$ cat src/rtl/carbondma_desc_fetch.sv
// carbondma_desc_fetch
//   Reads one 32-byte DESC_V1 record (8 little-endian words) through a
//   single-outstanding memory read port, validates it and presents the
//   decoded descriptor plus a status code on a valid/ready interface.
//
//   Build option: define CARBONDMA_DESC_STATS_EN to generate the saturating
//   OK / error descriptor counters. Without it both counter ports read 0.
//
//   state   | meaning
//   --------+----------------------------------------------------------
//   IDLE    | waiting for a submit, sub_ready high
//   REQ     | read request for word idx presented, address held
//   WAIT    | request accepted, waiting for its response
//   OUT     | decoded descriptor presented until desc_ready

module carbondma_desc_fetch #(
    parameter int ADDR_W = 64,
    parameter int LEN_W  = 32
) (
    input  logic              clk_i,
    input  logic              rst_ni,
    input  logic              sub_valid_i,
    output logic              sub_ready_o,
    input  logic [ADDR_W-1:0] sub_addr_i,
    output logic              mem_req_valid_o,
    input  logic              mem_req_ready_i,
    output logic [ADDR_W-1:0] mem_req_addr_o,
    input  logic              mem_rsp_valid_i,
    input  logic [31:0]       mem_rsp_data_i,
    input  logic              mem_rsp_err_i,
    output logic              desc_valid_o,
    input  logic              desc_ready_i,
    output logic [63:0]       desc_src_o,
    output logic [63:0]       desc_dst_o,
    output logic [LEN_W-1:0]  desc_len_o,
    output logic              desc_fill_o,
    output logic [31:0]       desc_fill_val_o,
    output logic [31:0]       desc_attr_o,
    output logic [2:0]        desc_status_o,
    output logic              busy_o,
    output logic [15:0]       stat_ok_cnt_o,
    output logic [15:0]       stat_err_cnt_o
);

    typedef enum logic [1:0] {
        ST_IDLE = 2'd0,
        ST_REQ  = 2'd1,
        ST_WAIT = 2'd2,
        ST_OUT  = 2'd3
    } state_e;

    localparam logic [2:0] STATUS_OK          = 3'd0;
    localparam logic [2:0] STATUS_INVALID     = 3'd1;
    localparam logic [2:0] STATUS_FAULT       = 3'd2;
    localparam logic [2:0] STATUS_UNSUPPORTED = 3'd4;

    // Record word slots
    localparam int W_SRC_LO = 0;
    localparam int W_SRC_HI = 1;
    localparam int W_DST_LO = 2;
    localparam int W_DST_HI = 3;
    localparam int W_LEN    = 4;
    localparam int W_FLAGS  = 5;
    localparam int W_FILL   = 6;
    localparam int W_ATTR   = 7;

    // Highest base whose 32-byte record does not wrap: 2^ADDR_W - 32
    localparam logic [ADDR_W-1:0] ADDR_LAST_BASE = ~ADDR_W'(31);
    localparam bit                NARROW_ADDR    = (ADDR_W == 32);

    state_e            state_q;
    logic [2:0]        idx_q;
    logic [2:0]        idx_d;
    logic [ADDR_W-1:0] base_q;
    logic [ADDR_W-1:0] next_addr_d;
    logic              mem_req_valid_q;
    logic [ADDR_W-1:0] mem_req_addr_q;
    logic              desc_valid_q;
    logic [2:0]        status_q;
    logic [2:0]        final_status_d;
    logic              sub_ready_q;
    logic              busy_q;
    logic [31:0]       words_q [8];
    logic              sub_bad;
    logic              len_hi_nz;

    assign idx_d       = idx_q + 3'd1;
    assign next_addr_d = base_q + {{(ADDR_W-5){1'b0}}, idx_d, 2'b00};
    assign sub_bad     = (sub_addr_i[1:0] != 2'b00) || (sub_addr_i > ADDR_LAST_BASE);
    // Any LEN bit above the output width makes the length unrepresentable
    assign len_hi_nz   = |(words_q[W_LEN] >> LEN_W);

    // Validate the fully fetched record in priority order
    always_comb begin
        final_status_d = STATUS_OK;
        if (words_q[W_LEN] == 32'd0) begin
            final_status_d = STATUS_INVALID;
        end else if (len_hi_nz) begin
            final_status_d = STATUS_INVALID;
        end else if (words_q[W_FLAGS][31:1] != 31'd0) begin
            final_status_d = STATUS_UNSUPPORTED;
        end else if (NARROW_ADDR &&
                     ((words_q[W_SRC_HI] != 32'd0) || (words_q[W_DST_HI] != 32'd0))) begin
            final_status_d = STATUS_INVALID;
        end
    end

    // Fetch sequencer: one request outstanding, registered outputs
    always_ff @(posedge clk_i or negedge rst_ni) begin
        if (!rst_ni) begin
            state_q         <= ST_IDLE;
            idx_q           <= 3'd0;
            base_q          <= '0;
            mem_req_valid_q <= 1'b0;
            mem_req_addr_q  <= '0;
            desc_valid_q    <= 1'b0;
            status_q        <= STATUS_OK;
            sub_ready_q     <= 1'b1;
            busy_q          <= 1'b0;
            for (int i = 0; i < 8; i++) begin
                words_q[i] <= '0;
            end
        end else begin
            case (state_q)
                ST_IDLE: begin
                    if (sub_valid_i) begin
                        base_q      <= sub_addr_i;
                        idx_q       <= 3'd0;
                        sub_ready_q <= 1'b0;
                        busy_q      <= 1'b1;
                        // Words not fetched this time must read back as 0
                        for (int i = 0; i < 8; i++) begin
                            words_q[i] <= '0;
                        end
                        if (sub_bad) begin
                            status_q     <= STATUS_INVALID;
                            desc_valid_q <= 1'b1;
                            state_q      <= ST_OUT;
                        end else begin
                            status_q        <= STATUS_OK;
                            mem_req_valid_q <= 1'b1;
                            mem_req_addr_q  <= sub_addr_i;
                            state_q         <= ST_REQ;
                        end
                    end
                end
                ST_REQ: begin
                    if (mem_req_ready_i) begin
                        mem_req_valid_q <= 1'b0;
                        state_q         <= ST_WAIT;
                    end
                end
                ST_WAIT: begin
                    if (mem_rsp_valid_i) begin
                        if (mem_rsp_err_i) begin
                            status_q     <= STATUS_FAULT;
                            desc_valid_q <= 1'b1;
                            state_q      <= ST_OUT;
                        end else begin
                            words_q[idx_q] <= mem_rsp_data_i;
                            if (idx_q == 3'd7) begin
                                status_q     <= final_status_d;
                                desc_valid_q <= 1'b1;
                                state_q      <= ST_OUT;
                            end else begin
                                idx_q           <= idx_d;
                                mem_req_addr_q  <= next_addr_d;
                                mem_req_valid_q <= 1'b1;
                                state_q         <= ST_REQ;
                            end
                        end
                    end
                end
                ST_OUT: begin
                    if (desc_ready_i) begin
                        desc_valid_q <= 1'b0;
                        sub_ready_q  <= 1'b1;
                        busy_q       <= 1'b0;
                        state_q      <= ST_IDLE;
                    end
                end
                default: begin
                    state_q <= ST_IDLE;
                end
            endcase
        end
    end

    assign sub_ready_o     = sub_ready_q;
    assign busy_o          = busy_q;
    assign mem_req_valid_o = mem_req_valid_q;
    assign mem_req_addr_o  = mem_req_addr_q;
    assign desc_valid_o    = desc_valid_q;
    assign desc_status_o   = status_q;
    assign desc_src_o      = {words_q[W_SRC_HI], words_q[W_SRC_LO]};
    assign desc_dst_o      = {words_q[W_DST_HI], words_q[W_DST_LO]};
    assign desc_len_o      = words_q[W_LEN][LEN_W-1:0];
    assign desc_fill_o     = words_q[W_FLAGS][0];
    assign desc_fill_val_o = words_q[W_FILL];
    assign desc_attr_o     = words_q[W_ATTR];

`ifdef CARBONDMA_DESC_STATS_EN
    logic [15:0] stat_ok_q;
    logic [15:0] stat_err_q;
    logic        out_hs;

    assign out_hs = desc_valid_q && desc_ready_i;

    // Saturating completion counters, split by status
    always_ff @(posedge clk_i or negedge rst_ni) begin
        if (!rst_ni) begin
            stat_ok_q  <= 16'd0;
            stat_err_q <= 16'd0;
        end else if (out_hs) begin
            if (status_q == STATUS_OK) begin
                if (stat_ok_q != 16'hFFFF) begin
                    stat_ok_q <= stat_ok_q + 16'd1;
                end
            end else begin
                if (stat_err_q != 16'hFFFF) begin
                    stat_err_q <= stat_err_q + 16'd1;
                end
            end
        end
    end

    assign stat_ok_cnt_o  = stat_ok_q;
    assign stat_err_cnt_o = stat_err_q;
`else
    assign stat_ok_cnt_o  = 16'd0;
    assign stat_err_cnt_o = 16'd0;
`endif

endmodule
$ cat config.mk
export PLATFORM = sky130hd
export DESIGN_NAME = carbondma_desc_fetch
export DESIGN_NICKNAME = d
export VERILOG_FILES = /design/src/rtl/carbondma_desc_fetch.sv
export SDC_FILE = /design/constraint.sdc
export NUM_CORES = 1
export LEC_CHECK = 0
export CORE_MARGIN = 2
export CORE_UTILIZATION = 50
export CTS_CLUSTER_SIZE = 14
export DETAILED_ROUTE_END_ITERATION = 8
export PLACE_DENSITY = 0.8
export SETUP_SLACK_MARGIN = 0.3
export SYNTH_ARGS = -nofsm -noshare
export SYNTH_HDL_FRONTEND = slang
export SYNTH_SLANG_ARGS = --single-unit
$ cat constraint.sdc
create_clock -name clk_i -period 6.7 [get_ports clk_i]
set_input_delay 1.34 -clock clk_i [delete_from_list [all_inputs] [get_ports clk_i]]
set_output_delay 1.34 -clock clk_i [all_outputs]
set_load 0.01 [all_outputs]
==> reports/results.ini, run 1 <==
[status]
status = completed

[synth]
synth-edff-count = 0
yosysUniqueCellTypes = 53
ys_ff_latch = 396
syn_inst = 1689
yosysTopAreaCell = dfrtp_1
netlist_top_cells_area = dfrtp_1 (52%), a22o_1 (12%), buf_4 (10%)
ys_async_sr_fraction_pct = 100.0
yosys_warnings = 0
avgSynthCellArea_um2 = 11.15
seq_area_frac_synth_pct = 52.63
syn_area_mm2 = 0.01883
synth_flop_cell = dfrtp_1
yosysTopAreaCellShare_pct = 52.49

[grt]
grt-ovfl-total = 0
grt_pass1_wl_um = 81730
grt_pass1_vias = 13720
antenna_found_initial = 5
grtUsageTotal_pct = 27.09
grt_use_met2_pct = 42.72
top_usage_layer = met2
grt.met1_usage_pct = 35.46
gr-usage-met3_pct = 6.915
grt_max_degree = 164

[layout]
layout.nets = 1907
mostFrequentLayoutCell = clkdlybuf4s50_1
layout_common_cells = clkdlybuf4s50_1 (397), dfrtp_1 (395), a22o_1 (259)
fin_util_pct = 60.93
final-seq-area_mm2 = 0.009911
multi_input_area_mm2 = 0.006640
fill_cells = 2834
drive_gt1_share_pct = 9.534
fin_area_mm2 = 0.02279
syn_to_final_growth_pct = 21.01

[power_and_ir_drop]
fin_total_pwr_mw = 9.083
power_switching_mw = 3.387
power_frac_clock_pct = 25.2
p_int_mw = 5.696
power_frac_seq_pct = 38.2
p_per_area_mw_per_mm2 = 398.6
p_leak_nw = 9.886
comb_power_share_pct = 36.6
ir_drop_v = 0.0003688
p_sw_share_pct = 37.29

[setup_path]
start_kind = flip-flop
critical_path.endpoint_type = flip-flop
crit_type = flip-flop to flip-flop
critPathRequiredTime_ns = 7.13
cp_num_buf_inv = 2
crit_family = simple AND/OR/NAND/NOR gates
crit_arrival_ns = 4.54
critical-path-max-stage-delay_ns = 0.93
path_cells = inv_1 -> ha_2 -> buf_4 -> or2_2 -> nand3_1 -> a21oi_1 -> nand2_1 -> a22o_1
cp_max_fo = 71
cp_slowest_cell = nand2_1

[clock_network]
clk-insertion-delay-late_ns = 0.58
cts_max_path_buffers = 3
cts_setup_buffers = 0
post_cts_resized = 0
cts_tree = built
clk_pin_slew_ns = 0.06
htree_levels = 2
root_buffer = clkbuf_16
cts_hold_buf = 0
numClockSinks = 396
cts_buffers = 42

[floorplan]
die_area_mm2 = 0.03923
row_count = 71
ios = 431
die_h_um = 198.1
initial_core_util_pct = 50.35
die_w_um = 198.1
core_area_mm2 = 0.03740

[timing]
finalHoldViolCount = 0
rsz0062_at_grt = false
worst_pin_slew_ns = 1.241
fmax_ghz = 0.2430
worst_slack_ns = 2.585
finClkSkew_ns = 0.03436
slew_viol_final = 0
fin_crit_ns = 4.115
max_slew_margin_pct = 17.16
fin_crit_sh_pct = 61.42
setup_violations = 0
tns_ns = 0

[place]
portBuffers = 398
gp_congestion = 0.8677
dp.final_hpwl_um = 36630
postPlaceCellArea_mm2 = 0.02143
dp_slack_ns = 2.152

[detailed_routing]
dr.pass1.iters = 6
detail-route-antenna-nets = 0
drcViolationCount = 0
wire_per_inst_um = 22.99
drt-initial-drc-count = 1145
routed-via-count = 13980
drt-total-wl_um = 53770
viasPerCell = 5.975

[worst_hold_path]
hold_class = flip-flop to flip-flop

[flow_run]
maxCapViolations = 0

power groups by stage:
stage               combinational (mW)  clock, mW  sequential [mW]
floorplan                         2.08          0             3.40
global placement                  3.22          0             3.46
detailed placement                3.31          0             3.49
CTS                               3.34       2.31             3.46
global route                      3.59       2.42             3.53
finish                            3.32       2.29             3.47
registers in the layout, summed over array words and instances (netlist names), 31 cells and up:
signal	flops
base_q	64
desc_attr_o	32
desc_dst_o	64
desc_fill_val_o	32
desc_len_o	32
desc_src_o	64
mem_req_addr_o	64
words_q	31
cell families (layout without fill, tap and decap cells):
kind of cell | Yosys count | after routing | synth area share, %
adder cells (fa/ha/maj) | 10 | 10 | 0.7043
multiplexers | 90 | 90 | 5.209
buffers and inverters | 407 | 512 | 13.23
XOR/XNOR | 44 | 44 | 2.047
flip-flops | 396 | 396 | 52.63
AND/OR/NAND/NOR | 329 | 329 | 9.176
AO/OA/AOI/OAI | 412 | 412 | 16.98
other | 1 | 35 | 0.01991
per-layer routing:
metal	vias up	wire, µm
li1	6052	-
met1	7076	21670
met2	714	24880
met3	132	4848
met4	2	2355
met5	-	13
worst paths after layout:
check                           cells after the start  slack [ns]                             end                      startpoint
worst min-delay path                                1        0.47  mem_req_addr_o[49]$_DFFE_PN0P_  mem_req_addr_o[49]$_DFFE_PN0P_
min in group asynchronous                           1        0.74      desc_dst_o[34]$_DFFE_PN0P_                          rst_ni
worst min register to register                      1        0.47  mem_req_addr_o[49]$_DFFE_PN0P_  mem_req_addr_o[49]$_DFFE_PN0P_
max in group asynchronous                           2        4.68          base_q[16]$_DFFE_PN0P_                          rst_ni
worst max-delay path                                8        2.59       desc_len_o[1]$_DFFE_PN0P_          state_q[0]$_DFFE_PN0P_
worst max register to register                      8        2.59       desc_len_o[1]$_DFFE_PN0P_          state_q[0]$_DFFE_PN0P_
stage by stage:
| stage | hold slack (ns) | std cells |
|---|---|---|
| 2_1_floorplan | 0.4664 | 1720 |
| 3_3_place_gp | 0.4597 | 2261 |
| 3_5_place_dp | 0.4645 | 2261 |
| 4_1_cts | 0.4777 | 2336 |
| 5_1_grt | 0.4896 | 2337 |
| 6_report | 0.4738 | 2339 |
synthesized netlist by cell type, drive strengths merged, types with 5 or more instances:
cell / instances
mux2i: 26
and4: 6
o31ai: 6
xor2: 11
a21o: 12
nand3: 28
mux2: 64
nand2: 89
nor2b: 6
a21oi: 30
and2: 7
nand3b: 10
a22o: 259
a311oi: 7
inv: 21
o211ai: 14
nor4: 30
and3: 8
buf: 298
nand2b: 5
xnor2: 33
nand4: 48
dfrtp: 395
or2: 5
a211oi: 6
clkbuf: 88
nor3: 25
o21ai: 64
or3: 9
nor2: 44
ha: 9
cell type report:
| cell class | instances | area share (%) |
|---|---|---|
| repair buffers | 416 | 18.26 |
| clock buffers | 63 | 5.403 |
| multi-input cells | 917 | 29.14 |
| flip-flops and latches | 396 | 43.49 |
| clock inverters | 12 | 0.5161 |
| diodes | 3 | 0.03295 |
| well taps | 511 | 2.806 |
| inverters | 21 | 0.3459 |
No activity file was read; power rests on OpenSTA's default activity.
==> run 2, diff against run 1 <==
==> constraint.sdc (replaced) <==
create_clock -name clk_i -period 4.3 [get_ports clk_i]
set_input_delay 0.86 -clock clk_i [delete_from_list [all_inputs] [get_ports clk_i]]
set_output_delay 0.86 -clock clk_i [all_outputs]
set_load 0.01 [all_outputs]
==> reports/results.ini, run 2 (same netlist as run 1, synthesis figures left out) <==
[clock_network]
cts_hold_buf = 0  ; unchanged
cts_buffers = 41  ; -2.4%
clk_pin_slew_ns = 0.06  ; about the same
cts_setup_buffers = 0  ; unchanged
numClockSinks = 396  ; unchanged
cts_tree = built
root_buffer = clkbuf_16
post_cts_resized = 0  ; unchanged
cts_max_path_buffers = 3  ; unchanged
clk-insertion-delay-late_ns = 0.55  ; -0.03 ns
htree_levels = 2  ; unchanged

[grt]
grt_pass1_vias = 13660  ; -0.38%
grt_pass1_wl_um = 81320  ; -0.51%
grt_max_degree = 96  ; -41%
grtUsageTotal_pct = 26.74  ; -0.35 points
grt-ovfl-total = 0  ; unchanged
antenna_found_initial = 6  ; +1

[setup_path]
crit_path_start = idx_q[0]$_DFFE_PN0P_
critPathRequiredTime_ns = 4.78  ; -2.35 ns
critical_path.endpoint_type = flip-flop
start_kind = flip-flop
rr_worst_depth = 9  ; +1
crit_type = flip-flop to flip-flop
crit_arrival_ns = 3.93  ; -0.61 ns
rr_endpoint = mem_req_addr_o[48]$_DFFE_PN0P_
cp_max_fo = 11  ; -85%
regToRegStartpoint = idx_q[0]$_DFFE_PN0P_
r2r_setup_slack_ns = 0.86  ; -1.73 ns

[place]
gp_congestion = 0.8921  ; +2.8%
portBuffers = 398  ; unchanged
dp_slack_ns = 0.6870  ; -1.465 ns
dp.final_hpwl_um = 36770  ; +0.37%

[timing]
fmax_ghz = 0.2905  ; +20%
setup_violations = 0  ; unchanged
finalHoldViolCount = 0  ; unchanged
worst_slack_ns = 0.8573  ; -1.728 ns
fin_crit_sh_pct = 80.06  ; +19 points
fin_crit_ns = 3.443  ; -0.6723 ns
tns_ns = 0  ; unchanged
slew_viol_final = 0  ; unchanged
finClkSkew_ns = 0.02302  ; -0.01134 ns
max_slew_margin_pct = 24.92  ; +7.8 points
rsz0062_at_grt = false
worst_pin_slew_ns = 1.123  ; -0.1178 ns

[layout]
fill_cells = 2887  ; +1.9%
mostFrequentLayoutCell = clkdlybuf4s50_1
layout_common_cells = clkdlybuf4s50_1 (397), dfrtp_1 (395), a22o_1 (259)
drive_gt1_share_pct = 10.14  ; +0.61 points
syn_to_final_growth_pct = 21.65
layout.nets = 1917  ; +0.52%

[power_and_ir_drop]
ir_drop_v = 0.0004191  ; +14%
comb_power_share_pct = 36.4  ; -0.2 points
p_int_mw = 8.970  ; +57%
p_sw_share_pct = 36.56  ; -0.73 points
power_frac_clock_pct = 25.3  ; about the same
power_frac_seq_pct = 38.3  ; about the same
power_switching_mw = 5.169  ; +53%
p_leak_nw = 9.964  ; +0.79%
p_per_area_mw_per_mm2 = 617.3  ; +55%

[floorplan]
die_h_um = 198.1  ; unchanged
ios = 431  ; unchanged
row_count = 71  ; unchanged
die_w_um = 198.1  ; unchanged
die_area_mm2 = 0.03923  ; unchanged
core_area_mm2 = 0.03740  ; unchanged
initial_core_util_pct = 50.35  ; unchanged

[flow_run]
maxCapViolations = 0  ; unchanged

[detailed_routing]
dr.pass1.iters = 5  ; -1
routed-via-count = 13940  ; -0.27%
wire_per_inst_um = 22.51  ; -2.1%
detail-route-antenna-nets = 0  ; unchanged
viasPerCell = 5.934  ; -0.70%
drt-total-wl_um = 52870  ; -1.7%
drt-initial-drc-count = 1119  ; -2.3%
drcViolationCount = 0  ; unchanged

[worst_hold_path]
hold_class = primary input to async pin

[status]
status = completed

run 2: cell types whose count changed in the layout (fill, tap and decap cells not counted), sizes merged:
cell      before  now
buf           19   30
bufinv         1    3
clkbuf        63   59
clkinv        10   11
clkinvlp       1    0
diode          3    4
run 2: worst max-delay path by stage:
stage / end / slack (ns)
5_1_grt: mem_req_addr_o[48]$_DFFE_PN0P_ / 0.69
2_1_floorplan: mem_req_addr_o[45]$_DFFE_PN0P_ / 1.43
4_1_cts: mem_req_addr_o[48]$_DFFE_PN0P_ / 0.89
6_report: mem_req_addr_o[48]$_DFFE_PN0P_ / 0.86
3_5_place_dp: mem_req_addr_o[46]$_DFFE_PN0P_ / 0.69
3_3_place_gp: mem_req_addr_o[46]$_DFFE_PN0P_ / 0.78
run 2: final cells by class:
cell class / instances / area [µm²] / share of cell area, %
antenna: 4 / 10.01 / 0.04370
clock buffer: 59 / 1195 / 5.216
clock inverter: 14 / 163.9 / 0.7155
inverter: 21 / 78.83 / 0.3441
multi-input combinational: 917 / 6640 / 28.99
sequential: 396 / 9911 / 43.27
tap: 511 / 639.4 / 2.791
timing repair buffer: 427 / 4269 / 18.64
run 2: per-layer routing:
metal  GRT usage, %  up-vias  routed length, µm
met2          42.31      760              24610
met4          11.89        2               2444
li1               -     6054                  -
met3          5.944      146               4755
met5              0        -                 14
met1          35.43     6976              21050
run 2: critical path, cell delays in order, from the launching register on:
cell and delay (ns):
dfrtp_1 0.50, ha_1 0.26, ha_1 0.29, ha_1 0.34
nor2b_1 0.43, o21a_1 0.46, nand4_1 0.29, or3_1 0.41
a311oi_1 0.28, a21o_1 0.11
run 2: power by group through the flow:
stage	Sequential [mW]	Clock [mW]	Combinational (mW)
2_1_floorplan	5.30	0	3.24
3_3_place_gp	5.40	0	5.02
4_1_cts	5.39	3.63	5.16
3_5_place_dp	5.42	0	5.13
6_report	5.41	3.58	5.15
5_1_grt	5.50	3.79	5.59
run 2: metrics by stage:
stage                     utilization [%]  std cells  hold slack, ns  cell area (µm²)  total power [mW]
final                               61.25       2349          0.3291            22910             14.14
after global routing                61.24       2347          0.4021            22900             14.88
after CTS                           61.22       2345          0.3662            22900             14.17
after detailed placement            57.59       2272          0.4747            21540             10.56
after global placement              57.59       2272          0.4619            21540             10.42
after floorplan                         -       1720          0.4664            18950             8.540
==> variant 1, RTL diff (config.mk and constraints of run 2) <==
The parameter `ADDR_W` goes from 64 to 32.
--- a/src/rtl/carbondma_desc_fetch.sv
+++ b/src/rtl/carbondma_desc_fetch.sv
@@ -14,7 +14,7 @@
 //   OUT     | decoded descriptor presented until desc_ready
 
 module carbondma_desc_fetch #(
-    parameter int ADDR_W = 64,
+    parameter int ADDR_W = 32,
     parameter int LEN_W  = 32
 ) (
     input  logic              clk_i,
Interface: changed (resized mem_req_addr_o and sub_addr_i); port bits go from 431 to 367. No check against the original RTL was run, so the function may have changed too.
==> variant 1 against run 2 <==
- global-route usage shrank 0.13 points
- final area is 18% lower
- synthesized area shrank 17%
- sequential cell count is 64 lower
- total power shrank 19%
- clock skew up 0.0046 ns
- routed wire length down 17%
- setup slack gained 0.43 ns
- highest routed layer is now met4
==> variant 1: results <==
{
  "r2r_cells": 8,
  "final_layout_size_suffix_gt1_share_pct": 11.19,
  "outcome": "finished, final reports clean",
  "initialDrtViolationCount": 784,
  "dp_slack_ns": 0.8824,
  "synth-adder-area-share_pct": 0.8461,
  "portBuffers": 334,
  "gp_congestion": 0.8556,
  "wl_met1_mm": 18.52,
  "met2WireLength_mm": 20.52,
  "stdcell_count": 1817,
  "finalPower_w": 0.01146,
  "wl_met3_mm": 3.373,
  "ir_drop_mv": 0.4072,
  "crit_fanout": 21,
  "nets": 1475,
  "syn_avg_cell_area_um2": 11.84,
  "grt_first_pass_wirelength_mm": 67.80,
  "cp_data_arrival_time_ns": 3.40,
  "route.top_layer_used": "met4",
  "worstMarginPinSlew_ns": 1.236,
  "p_sw_w": 0.004107,
  "pg_clk_w": 0.00311,
  "antenna-diode-count": 0,
  "grt_max_degree": 119
}
## variant 1: cell types whose count changed after synthesis, sizes merged, moves of 13 or more
cell,delta
buf,+20
nand2,-65
a21oi,-13
mux2i,-22
clkbuf,-50
nand4,-30
nand3,-14
o21ai,-38
xnor2,-29
dfrtp,-64
nor3,-18
a31oi,+15
## variant 1: kinds of logic (layout without fill, tap and decap cells)
kind of cell               count (synthesis)  count (layout)
muxes                                     73              73
buffers and inverters                    374             440
other                                      1              32
AOI/OAI and AO/OA                        356             356
xor gates and xnor gates                  10              10
and+or+nand+nor                          168             168
DFF                                      332             332
adders and majority gates                 10              10
## variant 1: area by class of cell
type / instances / area (um2) / area share (%)
timing repair buffer: 357 / 3571 / 19.06
clock inverter: 15 / 165.2 / 0.8816
clock buffer: 50 / 1033 / 5.517
multi-input combinational: 649 / 5092 / 27.18
sequential: 332 / 8309 / 44.35
inverter: 18 / 67.56 / 0.3606
tap: 396 / 495.5 / 2.645
==> variant 2, RTL diff (flow settings as in run 2) <==
Without the edit above. Register the output `desc_status_o` once more, with the module's reset; this adds one clock of latency there. The other outputs are not delayed to match.
--- a/src/rtl/carbondma_desc_fetch.sv
+++ b/src/rtl/carbondma_desc_fetch.sv
@@ -191,7 +191,13 @@
     assign mem_req_valid_o = mem_req_valid_q;
     assign mem_req_addr_o  = mem_req_addr_q;
     assign desc_valid_o    = desc_valid_q;
-    assign desc_status_o   = status_q;
+    always_ff @(posedge clk_i or negedge rst_ni) begin
+        if (!rst_ni) begin
+            desc_status_o <= '0;
+        end else begin
+            desc_status_o <= status_q;
+        end
+    end
     assign desc_src_o      = {words_q[W_SRC_HI], words_q[W_SRC_LO]};
     assign desc_dst_o      = {words_q[W_DST_HI], words_q[W_DST_LO]};
     assign desc_len_o      = words_q[W_LEN][LEN_W-1:0];
Check against the original RTL: not equivalent (Yosys sat finds a counterexample within 4 cycles, from zero or initial values and one cycle with rst_ni low).
==> variant 2 against run 2 <==
- sequential share of layout area decreased by 0.15 points
- setup slack got worse by 0.093 ns
- first-iteration DRC count down 9.7%
- final area grew 1.1%
- global-route usage grew 0.60 points
- sequential cell count is 3 higher
- synthesized area is 0.94% higher
- total power grew 1.1%
- routed wire length increased by 3.3%
==> variant 2: results <==
{
  "outcome": "finished, final reports clean",
  "worstMarginPinSlew_ns": 1.111,
  "r2r_cells": 10,
  "grtUsageTotal_pct": 27.34,
  "stdcell_count": 2337,
  "r2r_end": "mem_req_addr_o[33]",
  "dpl.cell_count": 2261,
  "rr_startpoint": "idx_q[1]",
  "clock_latency_ns": 0.58,
  "yosys-top-cells-area": "dfrtp_1 52%, a22o_1 12%, buf_4 10%",
  "place_hpwl_mm": 37.74,
  "synthTopCellsByCount": "398 x dfrtp_1, 259 x buf_4, 258 x a22o_1",
  "dp_slack_ns": 0.4801,
  "seq_area_frac_synth_pct": 52.53,
  "netlist_instances": 1662,
  "reg2reg_slack_ns": 0.76,
  "cts_buffers": 42,
  "grt_first_pass_wirelength_mm": 82.77,
  "cp_data_arrival_time_ns": 4.05,
  "gp_congestion": 0.8929,
  "firstDrtPassIters": 6,
  "ir_drop_mv": 0.4249,
  "grt_max_degree": 113,
  "skew_ns": 0.01801,
  "ys_types": 66
}
## variant 2: changes by cell type in the layout (fill, tap and decap cells not counted), sizes merged, moves of 8 or more
cell / before / now
xnor2: 33 / 43
nand3b: 10 / 18
a21oi: 30 / 20
nand4: 48 / 40
## variant 2: worst max path at each step
| stage | start | endpoint | slack, ns | cells after the start |
|---|---|---|---|---|
| after floorplan | idx_q[0] | mem_req_addr_o[41] | 1.48 | 9 |
| after CTS | idx_q[1] | mem_req_addr_o[33] | 0.76 | 10 |
| after global placement | sub_addr_i[29] | mem_req_addr_o[6] | 0.63 | 8 |
| after global routing | idx_q[1] | mem_req_addr_o[33] | 0.62 | 10 |
| final | idx_q[1] | mem_req_addr_o[33] | 0.76 | 10 |
| after detailed placement | sub_addr_i[29] | mem_req_addr_o[8] | 0.48 | 8 |
## variant 2: cells by family (layout without fill, tap and decap cells)
group | after synthesis | after routing | share of synthesized area [%]
mux | 88 | 88 | 5.062
flops | 399 | 399 | 52.53
xor+xnor | 54 | 54 | 2.488
simple gates | 320 | 320 | 9.512
buf+inv | 394 | 526 | 13.15
compound gates | 396 | 396 | 16.54
other cells | 1 | 33 | 0.01973
fa+ha+maj | 10 | 10 | 0.6978
## variant 2: power breakdown
group | internal (W) | switching, W | total (W)
Combinational | 0.00222 | 0.00284 | 0.00506
Sequential | 0.00458 | 0.000855 | 0.00544
Clock | 0.00225 | 0.00156 | 0.00381
## variant 2: metal layers
metal / track usage (%) / wire length [um] / part of all wire (%) / vias up
met5: 0 / 30 / 0.055 / -
met4: 10.31 / 1754 / 3.2 / 4
met3: 7.036 / 5163 / 9.5 / 119
met2: 43.80 / 25950 / 48 / 745
met1: 35.81 / 21720 / 40 / 7007
li1: - / - / - / 5995
## variant 2: critical path: stages (launching register included)
cell,delay (ns)
dfrtp_1,0.53
ha_1,0.27
ha_1,0.32
ha_1,0.36
nand3_1,0.29
a211oi_4,0.35
nand3_2,0.29
buf_4,0.28
or3_1,0.35
a311oi_1,0.31
a21o_1,0.12
## variant 2: per-stage QoR
step | cell area [um2] | hold WS [ns]
after global routing | 23160 | 0.3870
final | 23160 | 0.3090
after global placement | 21720 | 0.3607
after CTS | 23160 | 0.3808
after floorplan | 19120 | 0.3535
after detailed placement | 21720 | 0.3725
## variant 2: layout make-up
class	instances	share of cell area, %
inverters	18	0.2917
repair buffers	433	18.57
diodes	1	0.01081
flip-flops and latches	399	43.12
clock inverters	18	1.237
clock buffers	57	4.954
multi-input cells	900	29.05
well taps	511	2.761
